==> src/rtl/ram_cmd_arbiter.sv <==
// Two-requester round-robin arbiter that serialises single RAM transactions
// into {cmd, payload} command strobes and returns one response pulse per request.
module ram_cmd_arbiter #(
  parameter int RD_TIMEOUT = 4
) (
  input  logic        clk,
  input  logic        rst_n,
  input  logic [1:0]  req_valid,
  output logic [1:0]  req_ready,
  input  logic [1:0]  req_we,
  input  logic [15:0] req_addr,
  input  logic [15:0] req_wdata,
  output logic [1:0]  rsp_valid,
  output logic [7:0]  rsp_rdata,
  output logic        rsp_err,
  output logic [9:0]  ram_din,
  output logic        ram_rx_valid,
  input  logic [7:0]  ram_dout,
  input  logic        ram_tx_valid
);

  typedef enum logic [2:0] {IDLE, CMD_A, CMD_D, WAIT_RD, RESP} state_t;

  localparam logic [3:0] CNT_LAST = 4'(RD_TIMEOUT - 1);

  state_t      state_q, state_d;
  logic        grant_q, grant_d;
  logic        last_grant_q, last_grant_d;
  logic        we_q, we_d;
  logic [7:0]  addr_q, addr_d;
  logic [7:0]  wdata_q, wdata_d;
  logic [3:0]  cnt_q, cnt_d;
  logic [1:0]  rsp_valid_q, rsp_valid_d;
  logic [7:0]  rsp_rdata_q, rsp_rdata_d;
  logic        rsp_err_q, rsp_err_d;
  logic [9:0]  ram_din_q, ram_din_d;
  logic        ram_rx_valid_q, ram_rx_valid_d;

  logic        grant_any;
  logic        grant_sel;
  logic        sel_we;
  logic [7:0]  sel_addr;

  // On a tie the requester that did not win last time is chosen.
  assign grant_any = |req_valid;
  assign grant_sel = (&req_valid) ? ~last_grant_q : req_valid[1];
  assign sel_we    = grant_sel ? req_we[1] : req_we[0];
  assign sel_addr  = grant_sel ? req_addr[15:8] : req_addr[7:0];

  assign req_ready = (state_q == IDLE && rst_n && grant_any) ?
                     (grant_sel ? 2'b10 : 2'b01) : 2'b00;

  always_comb begin
    state_d        = state_q;
    grant_d        = grant_q;
    last_grant_d   = last_grant_q;
    we_d           = we_q;
    addr_d         = addr_q;
    wdata_d        = wdata_q;
    cnt_d          = cnt_q;
    rsp_valid_d    = 2'b00;
    rsp_rdata_d    = rsp_rdata_q;
    rsp_err_d      = rsp_err_q;
    ram_din_d      = ram_din_q;
    ram_rx_valid_d = 1'b0;
    case (state_q)
      IDLE: begin
        if (grant_any) begin
          grant_d        = grant_sel;
          we_d           = sel_we;
          addr_d         = sel_addr;
          wdata_d        = grant_sel ? req_wdata[15:8] : req_wdata[7:0];
          ram_rx_valid_d = 1'b1;
          ram_din_d      = {(sel_we ? 2'b00 : 2'b10), sel_addr};
          state_d        = CMD_A;
        end
      end
      CMD_A: begin
        ram_rx_valid_d = 1'b1;
        ram_din_d      = {(we_q ? 2'b01 : 2'b11), (we_q ? wdata_q : 8'h00)};
        state_d        = CMD_D;
      end
      CMD_D: begin
        if (we_q) begin
          rsp_valid_d = grant_q ? 2'b10 : 2'b01;
          rsp_rdata_d = 8'h00;
          rsp_err_d   = 1'b0;
          state_d     = RESP;
        end else begin
          cnt_d   = 4'd0;
          state_d = WAIT_RD;
        end
      end
      WAIT_RD: begin
        // The rd-addr strobe cleared any stale valid, so a high level here is fresh.
        if (ram_tx_valid) begin
          rsp_valid_d = grant_q ? 2'b10 : 2'b01;
          rsp_rdata_d = ram_dout;
          rsp_err_d   = 1'b0;
          state_d     = RESP;
        end else if (cnt_q == CNT_LAST) begin
          rsp_valid_d = grant_q ? 2'b10 : 2'b01;
          rsp_rdata_d = 8'h00;
          rsp_err_d   = 1'b1;
          state_d     = RESP;
        end else begin
          cnt_d = cnt_q + 4'd1;
        end
      end
      RESP: begin
        last_grant_d = grant_q;
        state_d      = IDLE;
      end
      default: state_d = IDLE;
    endcase
  end

  always_ff @(posedge clk) begin
    if (!rst_n) begin
      state_q        <= IDLE;
      grant_q        <= 1'b0;
      last_grant_q   <= 1'b1;
      we_q           <= 1'b0;
      addr_q         <= 8'h00;
      wdata_q        <= 8'h00;
      cnt_q          <= 4'd0;
      rsp_valid_q    <= 2'b00;
      rsp_rdata_q    <= 8'h00;
      rsp_err_q      <= 1'b0;
      ram_din_q      <= 10'h000;
      ram_rx_valid_q <= 1'b0;
    end else begin
      state_q        <= state_d;
      grant_q        <= grant_d;
      last_grant_q   <= last_grant_d;
      we_q           <= we_d;
      addr_q         <= addr_d;
      wdata_q        <= wdata_d;
      cnt_q          <= cnt_d;
      rsp_valid_q    <= rsp_valid_d;
      rsp_rdata_q    <= rsp_rdata_d;
      rsp_err_q      <= rsp_err_d;
      ram_din_q      <= ram_din_d;
      ram_rx_valid_q <= ram_rx_valid_d;
    end
  end

  assign rsp_valid    = rsp_valid_q;
  assign rsp_rdata    = rsp_rdata_q;
  assign rsp_err      = rsp_err_q;
  assign ram_din      = ram_din_q;
  assign ram_rx_valid = ram_rx_valid_q;

endmodule
==> config.mk <==
export PLATFORM = sky130hd
export DESIGN_NAME = ram_cmd_arbiter
export DESIGN_NICKNAME = d
export VERILOG_FILES = /design/src/rtl/ram_cmd_arbiter.sv
export SDC_FILE = /design/constraint.sdc
export NUM_CORES = 1
export LEC_CHECK = 0
export ABC_AREA = 1
export BUFFER_PORTS_ARGS = -buffer_cell sky130_fd_sc_hd__buf_2
export CAP_MARGIN = 25
export CORE_UTILIZATION = 35
export CTS_BUF_LIST = sky130_fd_sc_hd__clkbuf_16
export CTS_CLUSTER_DIAMETER = 200
export DETAILED_ROUTE_END_ITERATION = 16
export PLACE_DENSITY = 0.58
export SYNTH_ARGS = -nofsm -noshare
export SYNTH_HDL_FRONTEND = slang
export SYNTH_SLANG_ARGS = --single-unit
==> constraint.sdc <==
create_clock -name clk -period 1.71 [get_ports clk]
set_input_delay 0.342 -clock clk [delete_from_list [all_inputs] [get_ports clk]]
set_output_delay 0.342 -clock clk [all_outputs]
set_load 0.02 [all_outputs]
# Word-level counts from Yosys, hierarchy flattened
# Cells that the tools add are included.
[word_totals]
ff_bits = 40
latchBits = 0
ramBits = 0
rom_bits = 0
out_inout_bits = 24
elab_cells = 71
n_memories = 0
[op_classes]
n_addsub = 1
n_mul = 0
n_div = 0
magnitude_cmp = 0
n_eq_ne = 11
n_shift = 0
mux = 35
bitwise_logic = 1
n_reduce_logical = 12
[op_table]
columns = ["operator", "count"]
rows = [
  ["$mux W8", 6],
  ["$pmux W10 S2", 1],
  ["$mux W2", 8],
  ["$pmux W8 S2", 1],
  ["$mux W3", 4],
  ["$mux W4", 3],
  ["$pmux W3 S4", 1],
  ["$mux W10", 1],
  ["$ne A2 B2 Y1 const B", 5],
  ["$pmux W4 S2", 1],
  ["$reduce_and A2 Y1", 4],
  ["$eq A3 B2 Y1 const B", 2],
  ["$mux W1", 6],
  ["$add A4 B1 Y4 const B", 1],
  ["$eq A4 B2 Y1 const B", 1],
  ["$pmux W1 S2", 2],
  ["$pmux W2 S2", 1],
  ["$reduce_and A4 Y1", 1],
  ["$reduce_bool A2 Y1", 2],
  ["$eq A3 B1 Y1 const B", 1],
  ["$eq A3 B3 Y1 const B", 1],
  ["$logic_not A3 Y1", 1],
  ["$ne A3 B3 Y1 const B", 1],
  ["$reduce_and A3 Y1", 1],
  ["3 further kinds", 4],
]

# Longest topological paths before layout
[logic_depth]
ltp_word = 6
depth_mapped = 8

# Worst setup path before layout
# Ideal clock, no wire load.
[synth_timing]
path_type = "register to output"
start = "reg state_q[2]"
end = "out req_ready[0]"
arrival_time_ns = 1.213
required_time_ns = 1.368
slack_ns = 0.155
stages_incl_launch_ff = 6
cell_sequence = "dfxtp_1 -> nor2_2 -> nand2_1 -> nor2_4 -> nand2_1 -> nor2_1"
[synth_via]
elab_chain_len = 4
[synth_rtl]
columns = ["item", "line", "source"]
rows = [
  ["from (decl)", "26", "state_t state_q, state_d;"],
  ["from (signal assigned)", "133", "state_q <= state_d;"],
  ["$logic_not A3 Y1", "50", "assign req_ready = (state_q == IDLE && rst_n && grant_any) ?"],
  ["$logic_and A1 B1 Y1 (2 in a row)", "50", ""],
  ["$mux W2", "50", ""],
  ["to (decl)", "9", "output logic [1:0] req_ready,"],
]
# Every way passes these cells.

# Worst setup path after layout
# Same ends and word-level chain as after synthesis.

==> run_results.csv <==
group,metric,value,unit
status,status,"completed",
clock_network,clock_sinks,40,
layout,fillers,567,
yosys,yosys.area.top_type,"dfxtp_1",
pwr,p_per_area,1270,mW/mm²
pwr,design_power_total,3.13,mW
worst_setup_path,critPathKind,"flip-flop to output port",
layout,layout.cells.non_filler,410,
pwr,ir_drop,0.524,mV
timing,fin_skew,0.00317,ns
yosys,synth-seq-cells,40,
timing,worst_slew_pin_slew,0.301,ns
grt,track_usage,0.182,
pwr,leakagePower,1.16,nW
layout,area_growth,34.2,%
floorplan,die_area,0.00554,mm²
floorplan,chipWidth,74.4,µm
clock_network,cts_hold_buf,0,
timing,finalWorstSetupSlack,0.0625,ns
placement,dp_hpwl,3380,µm
timing,max-slew-margin-rel,0.799,
worst_setup_path,start_kind,"flip-flop",
worst_setup_path,crit_path_cell_trace,"nor2_2 > nand2_2 > nor2_4 > nand2_1 > nor2_1 > buf_2",
detailed_routing,ant_nets,0,
clock_network,clk_pin_slew,0.06,ns
detailed_routing,dr.pass1.iters,4,
placement,dp.cells,401,
placement,place_ws,0.217,ns
hold_path,min_from,"ram_dout[5]",
detailed_routing,first_iter_violations,96,
worst_setup_path,slowest_stage,"dfxtp_2",
yosys,synth.most_common_cell,"nand2_1",
worst_setup_path,reg2reg_from,"state_q[2]",
yosys,ys_warn_count,0,
floorplan,die_y,74.4,µm
layout,drive_above_1_share,0.306,
grt,grt-ovfl-total,0,
yosys,syn_inst,262,
clock_network,cts_max_path_buffers,2,
placement,place_congestion,0.785,
detailed_routing,vias,1873,
clock_network,worstSkewPairLatency,0.28,ns
timing,setup_viol,0,
grt,antenna_found_initial,0,
floorplan,start_util,0.362,
clock_network,cts_buffers,5,
timing,max_freq,0.607,GHz
layout,finalNetCount,387,
yosys,synth_area_leaders,"dfxtp_1, nand2_1, nor2_1",
floorplan,core_area,0.00507,mm²
worst_setup_path,crit_arrival,1.31,ns
layout,n_antenna_cell,0,
run,drv_cap,0,
detailed_routing,route.detailed.drc,0,
hold_path,worstHoldPathCells,3,
worst_setup_path,crit_fanout,4,
worst_setup_path,critPathLaunch,"state_q[2]",
yosys,synth_flop_cell,"dfxtp_1",
yosys,synth-edff-count,0,
yosys,netlist_area,0.00184,mm²
detailed_routing,viasPerCell,4.57,
worst_setup_path,crit_required,1.37,ns
timing,finalCritPeriodShare,0.963,
detailed_routing,post_drt_wl_per_cell,11.4,µm
grt,grt_max_degree,19,
yosys,synth-async-reset-ratio,0,
placement,io_buffers,70,
yosys,mappedNetlistNets,310,
timing,hold_violations,0,
clock_network,cts_tree,"done",
hold_path,hold_path_class,"input port to flip-flop",
floorplan,ioPinCount,71,
yosys,yosysTopAreaCellShare,0.436,
yosys,ys_seq_area_frac,0.436,
worst_setup_path,cpPeakStageDelay,0.34,ns
detailed_routing,routed_wl,4670,µm
worst_setup_path,crit_path_end_kind,"output port",
clock_network,htreeDepth,2,
yosys,yosys.cell_types.count,27,
grt,first_global_vias,1655,
yosys,synth_common_cells,"nand2_1, nor2_1, dfxtp_1",
worst_setup_path,r2r_cells,7,
clock_network,cts_root_buffer,"clkbuf_16",
timing,fin_crit,1.65,ns
yosys,avgSynthCellArea,7.01,µm²
timing,final_max_slew_viol_count,0,
grt,grt_pass1_wl,7620,µm
floorplan,rows,26,
[timing repair]
action	4_1_cts	5_1_grt
setup buffers	1	0
pin swaps	1	0
resized for setup	0	4
setup endpoints to repair	2	2
[report_power, final]
group	leakage, nW	switching, mW	internal (mW)
Combinational	0.752	0.594	0.335
Clock	0.0789	0.353	0.678
Sequential	0.329	0.0825	1.08
Total	1.16	1.03	2.10
[logic make-up after synthesis]
logic type | Yosys count | synth area share
fa+ha+maj | 1 | 0.00681
simple gates | 134 | 0.322
compound gates | 61 | 0.169
xor+xnor | 1 | 0.00477
buf+inv | 25 | 0.0613
flops | 40 | 0.436
[placed cells by master, fill, tap and decap left out, types with 4 or more instances in the layout]
| cell | count |
|---|---|
| dfxtp_1 | 39 |
| buf_4 | 11 |
| buf_2 | 69 |
| inv_1 | 11 |
| o21ai_0 | 26 |
| a21oi_1 | 30 |
| clkbuf_16 | 5 |
| nor2_1 | 50 |
| nand2_2 | 4 |
| clkinv_1 | 4 |
| nand3_1 | 7 |
| nor2_4 | 4 |
| nand2_1 | 59 |
[registers in the layout, indices dropped and copies added (netlist names)]
| signal | flops |
|---|---|
| cnt_q | 4 |
| grant_q | 1 |
| last_grant_q | 1 |
| ram_din | 10 |
| ram_rx_valid | 1 |
| rsp_err | 1 |
| rsp_rdata | 8 |
| rsp_valid | 2 |
| state_q | 3 |
| wdata_q | 8 |
| we_q | 1 |
[per-stage QoR]
| step | utilization | hold slack (ns) | instance area, µm² | TNS (ns) |
|---|---|---|---|---|
| floorplan | - | 0.421 | 1840 | 0 |
| global placement | 0.450 | 0.446 | 2290 | 0 |
| detailed placement | 0.450 | 0.448 | 2290 | 0 |
| CTS | 0.484 | 0.306 | 2460 | 0 |
| global route | 0.486 | 0.316 | 2460 | -0.00745 |
| finish | 0.486 | 0.308 | 2460 | 0 |
[final cells by class]
type	count	area, µm²	share of cell area
inverter	15	56.3	0.0228
clock buffer	5	125	0.0508
clock inverter	3	37.5	0.0152
sequential	40	802	0.325
timing repair buffer	80	428	0.174
tap	70	87.6	0.0355
multi-input combinational	197	928	0.377
[final timing paths]
| kind | endpoint | slack (ns) |
|---|---|---|
| max | req_ready[0] | 0.06 |
| max reg2reg | ram_din[9] | 0.35 |
| min reg2reg | rsp_rdata[2] | 0.46 |
| min | rsp_rdata[5] | 0.31 |
[per-layer routing]
| metal | global-route usage | vias to the layer above | share of wire |
|---|---|---|---|
| li1 | - | 1006 | - |
| met1 | 0.260 | 821 | 0.50 |
| met2 | 0.271 | 39 | 0.45 |
| met3 | 0.0447 | 7 | 0.037 |
| met4 | 0.0503 | 0 | 0.0096 |
| met5 | 0 | - | 0 |
[worst max-delay path: cells and delay by family, from the launching register on]
family	cells	cell delay, ns
AND/OR/NAND/NOR	5	0.53
flip-flops	1	0.34
buffers and inverters	1	0.16
No activity file was read; power rests on OpenSTA's default activity.
